==> config.mk <==
export PLATFORM = sky130hd
export DESIGN_NAME = uart_echo_responder_flat
export DESIGN_NICKNAME = d
export VERILOG_FILES = /design/src/rtl/uart_echo_responder_if.sv /design/src/rtl/uart_echo_responder.sv /design/src/flat_wrapper.sv
export SDC_FILE = /design/constraint.sdc
export NUM_CORES = 1
export LEC_CHECK = 0
export BUFFER_PORTS_ARGS = -buffer_cell sky130_fd_sc_hd__buf_2
export CORE_MARGIN = 8
export CORE_UTILIZATION = 65
export CTS_CLUSTER_SIZE = 20
export DETAILED_ROUTE_END_ITERATION = 7
export PLACE_DENSITY_LB_ADDON = 0.1
export SLEW_MARGIN = 20
export SYNTH_ARGS = -nofsm -noshare
export SYNTH_HDL_FRONTEND = slang
export SYNTH_SLANG_ARGS = --single-unit
==> constraint.sdc <==
create_clock -name clk -period 5.2 [get_ports clk]
set_input_delay 0.52 -clock clk [delete_from_list [all_inputs] [get_ports clk]]
set_output_delay 0.52 -clock clk [all_outputs]
set_load 0.01 [all_outputs]
==> src/rtl/uart_echo_responder_if.sv <==
`default_nettype none
// ============================================================================
//  Module   : uart_echo_responder_if
//  Purpose  : Serial line, echo enable and receive status bundle for the
//             UART echo responder.
//  Revision : 1.0  initial release
// ============================================================================
interface uart_echo_responder_if #(
  parameter int DEPTH = 4
);
  localparam int c_cnt_w = $clog2(DEPTH) + 1;

  logic               serial_in;
  logic               echo_en;
  logic               serial_out;
  logic [7:0]         rx_data;
  logic               rx_valid;
  logic               frame_err;
  logic               overrun;
  logic [c_cnt_w-1:0] fifo_count;

  // Driving side (bench / link partner)
  modport master (
    output serial_in, echo_en,
    input  serial_out, rx_data, rx_valid, frame_err, overrun, fifo_count
  );

  // Responder side
  modport slave (
    input  serial_in, echo_en,
    output serial_out, rx_data, rx_valid, frame_err, overrun, fifo_count
  );
endinterface
`default_nettype wire

==> src/rtl/uart_echo_responder.sv <==
`default_nettype none
// ============================================================================
//  Module   : uart_echo_responder
//  Purpose  : 16x-oversampled UART receiver feeding a small FIFO whose good
//             bytes are retransmitted unchanged on the serial output.
//  Revision : 1.0  initial release
// ============================================================================
module uart_echo_responder #(
  parameter int DEPTH = 4
) (
  input  wire logic           clk,
  input  wire logic           rst_n,
  uart_echo_responder_if.slave bus
);
  localparam int c_ptr_w = $clog2(DEPTH);
  localparam int c_cnt_w = c_ptr_w + 1;
  localparam logic [c_cnt_w-1:0] c_depth = c_cnt_w'(DEPTH);

  typedef enum logic [2:0] {
    RX_IDLE  = 3'd0,
    RX_START = 3'd1,
    RX_DATA  = 3'd2,
    RX_STOP  = 3'd3,
    RX_BREAK = 3'd4
  } rx_state_t;

  typedef enum logic [0:0] {
    TX_IDLE = 1'b0,
    TX_SEND = 1'b1
  } tx_state_t;

  rx_state_t          r_rx_state;
  logic               r_rx_in;
  logic [3:0]         r_rx_cnt;
  logic [2:0]         r_rx_idx;
  logic [7:0]         r_rx_shift;
  logic [7:0]         r_rx_data;
  logic               r_rx_valid;
  logic               r_frame_err;
  logic               r_overrun;

  logic [7:0]         r_mem [DEPTH];
  logic [c_ptr_w-1:0] r_wr_ptr;
  logic [c_ptr_w-1:0] r_rd_ptr;
  logic [c_cnt_w-1:0] r_count;

  tx_state_t          r_tx_state;
  logic [9:0]         r_tx_shift;
  logic [3:0]         r_tx_cnt;
  logic [3:0]         r_bit_no;
  logic               r_serial_out;

  logic               w_sample;
  logic               w_rx_good;
  logic               w_full;
  logic               w_pop;
  logic               w_push;

  assign w_sample  = (r_rx_cnt == 4'd7);
  assign w_rx_good = (r_rx_state == RX_STOP) && w_sample && r_rx_in;
  assign w_full    = (r_count == c_depth);
  // The transmitter takes the head entry in the same cycle it leaves IDLE
  assign w_pop     = (r_tx_state == TX_IDLE) && bus.echo_en && (r_count != '0);
  // A full FIFO still accepts when the head is leaving in the same cycle
  assign w_push    = w_rx_good && (!w_full || w_pop);

  // Receive path: input register plus start/data/stop/break framing FSM
  always_ff @(posedge clk or negedge rst_n) begin
    if (!rst_n) begin
      r_rx_in     <= 1'b1;
      r_rx_state  <= RX_IDLE;
      r_rx_cnt    <= 4'd0;
      r_rx_idx    <= 3'd0;
      r_rx_shift  <= 8'd0;
      r_rx_data   <= 8'd0;
      r_rx_valid  <= 1'b0;
      r_frame_err <= 1'b0;
    end else begin
      r_rx_in     <= bus.serial_in;
      r_rx_valid  <= 1'b0;
      r_frame_err <= 1'b0;
      case (r_rx_state)
        RX_IDLE: begin
          if (!r_rx_in) begin
            // The detecting cycle already counts as the first start-bit cycle,
            // so the phase-7 sample lands on the start bit's midpoint.
            r_rx_state <= RX_START;
            r_rx_cnt   <= 4'd1;
          end
        end
        RX_START: begin
          r_rx_cnt <= r_rx_cnt + 4'd1;
          if (w_sample) begin
            if (r_rx_in) begin
              r_rx_state <= RX_IDLE;
            end else begin
              r_rx_state <= RX_DATA;
              r_rx_idx   <= 3'd0;
            end
          end
        end
        RX_DATA: begin
          r_rx_cnt <= r_rx_cnt + 4'd1;
          if (w_sample) begin
            r_rx_shift[r_rx_idx] <= r_rx_in;
            if (r_rx_idx == 3'd7) begin
              r_rx_state <= RX_STOP;
            end else begin
              r_rx_idx <= r_rx_idx + 3'd1;
            end
          end
        end
        RX_STOP: begin
          r_rx_cnt <= r_rx_cnt + 4'd1;
          if (w_sample) begin
            if (r_rx_in) begin
              r_rx_data  <= r_rx_shift;
              r_rx_valid <= 1'b1;
              r_rx_state <= RX_IDLE;
            end else begin
              r_frame_err <= 1'b1;
              r_rx_state  <= RX_BREAK;
            end
          end
        end
        RX_BREAK: begin
          if (r_rx_in) begin
            r_rx_state <= RX_IDLE;
          end
        end
        default: r_rx_state <= RX_IDLE;
      endcase
    end
  end

  // FIFO pointers, occupancy and sticky overrun flag
  always_ff @(posedge clk or negedge rst_n) begin
    if (!rst_n) begin
      r_wr_ptr  <= '0;
      r_rd_ptr  <= '0;
      r_count   <= '0;
      r_overrun <= 1'b0;
    end else begin
      if (w_push) begin
        r_wr_ptr <= r_wr_ptr + c_ptr_w'(1);
      end
      if (w_pop) begin
        r_rd_ptr <= r_rd_ptr + c_ptr_w'(1);
      end
      if (w_push && !w_pop) begin
        r_count <= r_count + c_cnt_w'(1);
      end else if (!w_push && w_pop) begin
        r_count <= r_count - c_cnt_w'(1);
      end
      if (w_rx_good && !w_push) begin
        r_overrun <= 1'b1;
      end
    end
  end

  // FIFO storage; contents need no reset since occupancy gates every read
  always_ff @(posedge clk) begin
    if (w_push) begin
      r_mem[r_wr_ptr] <= r_rx_shift;
    end
  end

  // Transmit FSM: load a 10-bit frame from the FIFO head and shift it out
  always_ff @(posedge clk or negedge rst_n) begin
    if (!rst_n) begin
      r_tx_state   <= TX_IDLE;
      r_tx_shift   <= 10'h3FF;
      r_tx_cnt     <= 4'd0;
      r_bit_no     <= 4'd0;
      r_serial_out <= 1'b1;
    end else begin
      case (r_tx_state)
        TX_IDLE: begin
          r_serial_out <= 1'b1;
          if (w_pop) begin
            r_tx_shift   <= {1'b1, r_mem[r_rd_ptr], 1'b0};
            r_tx_cnt     <= 4'd0;
            r_bit_no     <= 4'd0;
            r_serial_out <= 1'b0;
            r_tx_state   <= TX_SEND;
          end
        end
        TX_SEND: begin
          r_tx_cnt <= r_tx_cnt + 4'd1;
          if (r_tx_cnt == 4'd15) begin
            if (r_bit_no == 4'd9) begin
              r_serial_out <= 1'b1;
              r_tx_state   <= TX_IDLE;
            end else begin
              r_tx_shift   <= {1'b1, r_tx_shift[9:1]};
              r_serial_out <= r_tx_shift[1];
              r_bit_no     <= r_bit_no + 4'd1;
            end
          end
        end
        default: r_tx_state <= TX_IDLE;
      endcase
    end
  end

  assign bus.serial_out = r_serial_out;
  assign bus.rx_data    = r_rx_data;
  assign bus.rx_valid   = r_rx_valid;
  assign bus.frame_err  = r_frame_err;
  assign bus.overrun    = r_overrun;
  assign bus.fifo_count = r_count;

endmodule
`default_nettype wire
==> src/flat_wrapper.sv <==
// flat-port wrapper written by rule: the top's interface ports become plain ports
module uart_echo_responder_flat 
#(
  parameter int DEPTH = 4
)
  (clk, rst_n, bus_serial_in, bus_echo_en, bus_serial_out, bus_rx_data, bus_rx_valid, bus_frame_err, bus_overrun, bus_fifo_count);
  uart_echo_responder_if #(.DEPTH(DEPTH)) bus_i ();
  input  wire logic clk;
  input  wire logic rst_n;
  input wire logic [$bits(bus_i.serial_in)-1:0] bus_serial_in;
  input wire logic [$bits(bus_i.echo_en)-1:0] bus_echo_en;
  output wire logic [$bits(bus_i.serial_out)-1:0] bus_serial_out;
  output wire logic [$bits(bus_i.rx_data)-1:0] bus_rx_data;
  output wire logic [$bits(bus_i.rx_valid)-1:0] bus_rx_valid;
  output wire logic [$bits(bus_i.frame_err)-1:0] bus_frame_err;
  output wire logic [$bits(bus_i.overrun)-1:0] bus_overrun;
  output wire logic [$bits(bus_i.fifo_count)-1:0] bus_fifo_count;
  assign bus_i.serial_in = bus_serial_in;
  assign bus_i.echo_en = bus_echo_en;
  assign bus_serial_out = bus_i.serial_out;
  assign bus_rx_data = bus_i.rx_data;
  assign bus_rx_valid = bus_i.rx_valid;
  assign bus_frame_err = bus_i.frame_err;
  assign bus_overrun = bus_i.overrun;
  assign bus_fifo_count = bus_i.fifo_count;
  uart_echo_responder #(.DEPTH(DEPTH)) u_core (.clk(clk), .rst_n(rst_n), .bus(bus_i));
endmodule
Word level (Yosys, flattened, before mapping)
Memories as Yosys holds them, arrays and structs flattened.
Index checks and enable logic that the tools add are counted.
Word-level totals
  bits in registers: 57
  bits in writable memories: 32
  bits of input ports: 4
  output and inout bits: 15
  memories kept: 1
Memories
  u_core.r_mem: words 4, width 8, read ports 1, clocked after Yosys merged registers in 0, wr ports 1, line uart_echo_responder.sv:42  | logic [7:0] r_mem [DEPTH];
Cells by class
  add/subtract/negate cells: 8
  $lt $le $gt $ge: 2
  equal/unequal tests: 20
  mux-type cells: 46
  bitwise operators: 1
  reductions and logical operators: 25
Operators with widths (number)
  two-way mux 3 bit: 13
  two-way mux 10 bit: 3
  one-hot mux 4 bit (2 select lines): 3
  one-hot mux 10 bit (2 select lines): 1
  two-way mux 4 bit: 4
  two-way mux 1 bit: 15
  one-hot mux 3 bit (5 select lines): 1
  adder 4 x 1 -> 4 bit, second input constant: 3
  != test 2 x 1 -> 1 bit, second input constant: 6
  != test 2 bit, second input constant: 5
  == test 3 bit, second input constant: 3
  logical AND 1 bit: 9
  bitwise mux 8 bit: 1
  == test 4 bit, second input constant: 2
  adder 3 x 1 -> 3 bit, second input constant: 2
  == test 3 x 2 -> 1 bit, second input constant: 2
  one-hot mux 3 bit (2 select lines): 1
  AND reduction 3 bit: 2
  AND reduction 6 bit: 1
  nonzero test 2 bit: 3
  AND reduction 5 bit: 1
  adder 2 x 1 -> 2 bit, second input constant: 2
  == test 4 x 3 -> 1 bit, second input constant: 1
  less-than comparator 3 x 4 -> 1 bit, second input constant: 1
  other kinds (13): 17

Longest topological paths before layout
  depth in word-level cells: 9
  mapped depth: 10
  depth with buffers taken out: 10

Worst setup path after synthesis
No wires, ideal clock.
  path type: reg2reg
  start point: reg u_core.r_rx_cnt[0]
  end point: reg u_core.r_count[2], in the netlist u_core.bus.fifo_count[2]
  library setup time: 80 ps
  data arrival time: 2263 ps
  slack: 2857 ps
  stages on the path, launching flop included: 11
  path buffers: 0
  clock period less this slack: 2343 ps
  cell sequence: dfrtp_1 > ha_1 > and4bb_4 > nand4_4 > a31oi_4 > ha_1 > inv_1 > fa_1 > xor2_1 > nor2_1 > xor2_1
On the way
  cells in the longest elaborated chain, start to end: 7
  elaborated cells on any way between the ends: 9
  classes of those cells: eq/ne: 1; mux: 1; reduce/logical: 7
Ends and longest elaborated chain
  start: declaration: line uart_echo_responder.sv:34  | logic [3:0] r_rx_cnt;
  start signal: assignment: line uart_echo_responder.sv:92  | r_rx_cnt <= r_rx_cnt + 4'd1;
  start signal: assignment: line uart_echo_responder.sv:103  | r_rx_cnt <= r_rx_cnt + 4'd1;
  start signal: assignment: line uart_echo_responder.sv:114  | r_rx_cnt <= r_rx_cnt + 4'd1;
  == test 4 x 3 -> 1 bit *: line uart_echo_responder.sv:59  | assign w_sample = (r_rx_cnt == 4'd7);
  logical AND 1 bit * (2 in series): line uart_echo_responder.sv:60  | assign w_rx_good = (r_rx_state == RX_STOP) && w_sample && r_rx_in;
  logical AND 1 bit *: line uart_echo_responder.sv:65  | assign w_push = w_rx_good && (!w_full || w_pop);
  named net u_core.w_push: line uart_echo_responder.sv:57  | logic w_push;
  logical NOT 1 bit: line uart_echo_responder.sv:152  | end else if (!w_push && w_pop) begin
  logical AND 1 bit: line uart_echo_responder.sv:152
  nonzero test 2 bit (no source line)
  end signal: assignment: line uart_echo_responder.sv:151  | r_count <= r_count + c_cnt_w'(1);
  end signal: assignment: line uart_echo_responder.sv:153  | r_count <= r_count - c_cnt_w'(1);
  end: declaration: line uart_echo_responder.sv:45  | logic [c_cnt_w-1:0] r_count;
Mark *: on every way through the listed nets, which the timed path passes. The rest lies on a longest branch.
A chain may end at the register's enable or synchronous reset.

Worst setup path in the final report
  start point: reg u_core.r_rx_state[2]
  end point: reg u_core.r_count[2], in the netlist u_core.bus.fifo_count[2]
On the way
  cells in the longest elaborated chain, start to end: 7
  elaborated cells on any way between the ends: 9
  classes of those cells: eq/ne: 1; mux: 1; reduce/logical: 7
Ends and longest elaborated chain
  start: declaration: line uart_echo_responder.sv:32  | rx_state_t r_rx_state;
  start signal: assignment: line uart_echo_responder.sv:71  | r_rx_state <= RX_IDLE;
  start signal: assignment: line uart_echo_responder.sv:87  | r_rx_state <= RX_START;
  start signal: assignment: line uart_echo_responder.sv:95  | r_rx_state <= RX_IDLE;
  == test 3 x 2 -> 1 bit *: line uart_echo_responder.sv:60
  logical AND 1 bit * (2 in series): line uart_echo_responder.sv:60
  logical AND 1 bit *: line uart_echo_responder.sv:65
  named net u_core.w_push: line uart_echo_responder.sv:57
  logical NOT 1 bit: line uart_echo_responder.sv:152
  logical AND 1 bit: line uart_echo_responder.sv:152
  nonzero test 2 bit (no source line)
Marked as above.

==> impl_metrics.tcl <==
set metrics [dict create \
    status "finished clean" \
    rsz0062_at_grt "false" \
    reg2reg_from "u_core.r_rx_state[2]$_DFFE_PN0P_" \
    synth.top_cells.by_area "dfrtp_1 (30%), edfxtp_1 (25%), dfstp_2 (6.9%), mux2_2 (5.3%), mux2i_1 (4.5%)" \
    final_cell_mix "dfrtp_1 (45), edfxtp_1 (32), o21ai_0 (26)" \
    netlist.area_leader.share_pct 29.6 \
    diodes 0 \
    end_kind "flip-flop" \
    cts.reportedPaths.clkPinSlew_ps 90 \
    dr.pass1.iters 4 \
    drive_above_1_share_pct 22.6 \
    drt_iter0_drc 93 \
    grt_max_degree 56 \
    finalHoldViolCount 0 \
    clockRootBuffer "clkbuf_8" \
    cp-start-kind "flip-flop" \
    r2r_cells 9 \
    synth_edf_count 32 \
    ys.flop_type "dfrtp_1" \
    synth_fa_ha_area_share_pct 4.14 \
    synth.avg_cell_area_um2 13.1 \
    antenna_left 0 \
    async_reset_ff_share_pct 63.2 \
    fin_skew_ps 6.81 \
    p_leak_nw 1.76 \
    grt_use_total_pct 15.5 \
    drt_wl_total_um 6100 \
    yosysTopAreaCell "dfrtp_1" \
    final.setup.tns_ps 0 \
    place.gp.congestion 0.840 \
    path_class "reg2reg" \
    synth_seq_area_share_pct 61.7 \
    cp_max_fo 10 \
    post_cts_resize_count 0 \
    fp.dieH_um 92.6 \
    grt_pass1_vias 2184 \
    finalCritPeriodShare_pct 50.3 \
    antenna_found_initial 0 \
    hp-class "in2reg" \
    synth_xor_area_share_pct 1.61 \
    hold_depth 1 \
    yosys.area_share.simple_pct 10.7 \
    synth_cell_types 47 \
    rows 28 \
    p_per_area_nw_per_um2 442 \
    postCtsSetupBuffers 0 \
    grt_overflow 0 \
    synth_area_um2 3810 \
    startpoint "u_core.r_rx_state[2]$_DFFE_PN0P_" \
    vias 2195 \
    drv_cap 0 \
    synthMuxAreaShare_pct 10.8 \
    multi_input_area_um2 1360 \
    finalSetupViolations 0 \
    arrival_ps 2890 \
    period_needed_ps 2620 \
    layout_commonest_cell "dfrtp_1" \
    ir_worst_vdd_mv 0.307 \
    cts.htree.levels 3 \
    routedWlPerCell_um 15.7 \
    dp_slack_ps 2630 \
    max_slew.worst_pin.slew_ps 888 \
    setup_slack_ps 2580 \
    dpl.hpwl_um 4150 \
    clock_latency_ps 350 \
    routed_via_density 5.64 \
    dieArea_um2 8570 \
    synth_top_family_by_area "multiplexers" \
    synth_compound_area_share_pct 8.51 \
    num_io_pins 19 \
    clock_sinks 87 \
    seq_area_um2 2350 \
    r2r_slack_ps 2580 \
    max_slew_margin_pct 40.8 \
    max_freq_mhz 382 \
    grt_pass1_wl_um 10400 \
    die_x_um 92.6 \
    numCtsBuffers 9 \
    postCtsHoldBufs 0 \
    maxSlewViolCount 0 \
    critPathRequiredTime_ps 5480 \
    ys_seq_elements 87 \
    drc 0 \
    fill_cells 380 \
    yosysWarnings 0 \
    syn-num-nets 306 \
    r2r-end "u_core.bus.fifo_count[2]$_DFFE_PN0P_" \
    start_util_pct 65.9 \
    nets 325 \
    endpoint "u_core.bus.fifo_count[2]$_DFFE_PN0P_" \
    synthToLayoutAreaGrowth_pct 8.74 \
    cts_tree "yes" \
    clk_path_buf_depth 2 \
    core_area_um2 5780 \
    port_buffers 18 \
    netlist_instances 290 \
]
[cell usage after synthesis, types with 2 or more instances]
master / instances
nor3_1: 4
nand3_1: 11
and2_1: 5
mux2i_1: 17
a21oi_1: 7
nand4_1: 5
o21ai_0: 26
dfrtp_1: 45
nor2b_1: 2
ha_1: 11
xnor2_1: 4
clkbuf_1: 4
xor2_1: 3
nand2_1: 25
edfxtp_1: 32
mux2_2: 18
nor2_1: 12
buf_2: 4
nand3b_1: 2
dfstp_2: 10
buf_4: 2
inv_1: 9
a22oi_1: 8
[worst min path at each step]
| stage | from | endpoint |
|---|---|---|
| 2_1_floorplan | rst_n | u_core.bus.fifo_count[0]$_DFFE_PN0P_ |
| 3_3_place_gp | u_core.r_tx_shift[2]$_DFFE_PN1P_ | u_core.r_tx_shift[2]$_DFFE_PN1P_ |
| 3_5_place_dp | u_core.r_tx_shift[5]$_DFFE_PN1P_ | u_core.r_tx_shift[5]$_DFFE_PN1P_ |
| 4_1_cts | bus_serial_in | u_core.r_rx_in$_DFF_PN1_ |
| 5_1_grt | bus_serial_in | u_core.r_rx_in$_DFF_PN1_ |
| 6_report | bus_serial_in | u_core.r_rx_in$_DFF_PN1_ |
[power breakdown]
group          switching [W]  total, W  internal [W]
sequential          0.000145  0.000992      0.000847
combinational       0.000179  0.000369      0.000190
clock               0.000243  0.000469      0.000226
[logic make-up after synthesis]
family	Yosys count
and+or+nand+nor	76
adders and majority gates	12
AOI/OAI and AO/OA	50
muxes	37
DFF	87
xor gates and xnor gates	7
buffers and inverters	21
[flip-flops by register name (all words and copies together) (netlist names), 4 cells and up]
register / cells
u_core.r_tx_shift: 8
u_core.r_rx_cnt: 4
u_core.r_tx_cnt: 4
u_core.r_bit_no: 4
u_core.r_mem: 32
u_core.r_rx_shift: 8
u_core.bus.rx_data: 8
[worst max-delay path: stages (launching register included)]
cell	delay, ps
dfrtp_1	500
and4bb_4	390
nand4_4	240
a31oi_4	330
ha_1	240
inv_1	60
fa_1	380
xor2_1	150
nor2_1	110
xor2_1	140
[cell type report]
class,instances,share of cell area [%]
clock buffer,9,2.99
multi-input combinational,182,32.9
tap,75,2.27
inverter,10,0.906
sequential,87,56.7
clock inverter,7,1.90
timing repair buffer,19,2.36
[per-layer routing]
layer / vias up / wire length, um / track usage (%)
li1: 1092 / - / -
met3: 9 / 187 / 4.85
met5: - / 0 / 0
met1: 1061 / 2840 / 19.0
met4: 0 / 107 / 6.58
met2: 33 / 2970 / 24.9
[per-stage QoR]
step                      hold WS (ps)  util, %  power [W]  cell area [um2]  instances
after global routing               237     71.7    0.00195             4140        389
after CTS                          246     71.7    0.00184             4140        389
after global placement             466     68.2    0.00136             3940        373
after floorplan                    224        -    0.00128             3810        290
after detailed placement           471     68.2    0.00138             3940        373
final                              265     71.7    0.00183             4140        389
Note: power is estimated with default switching activity, not from simulation.
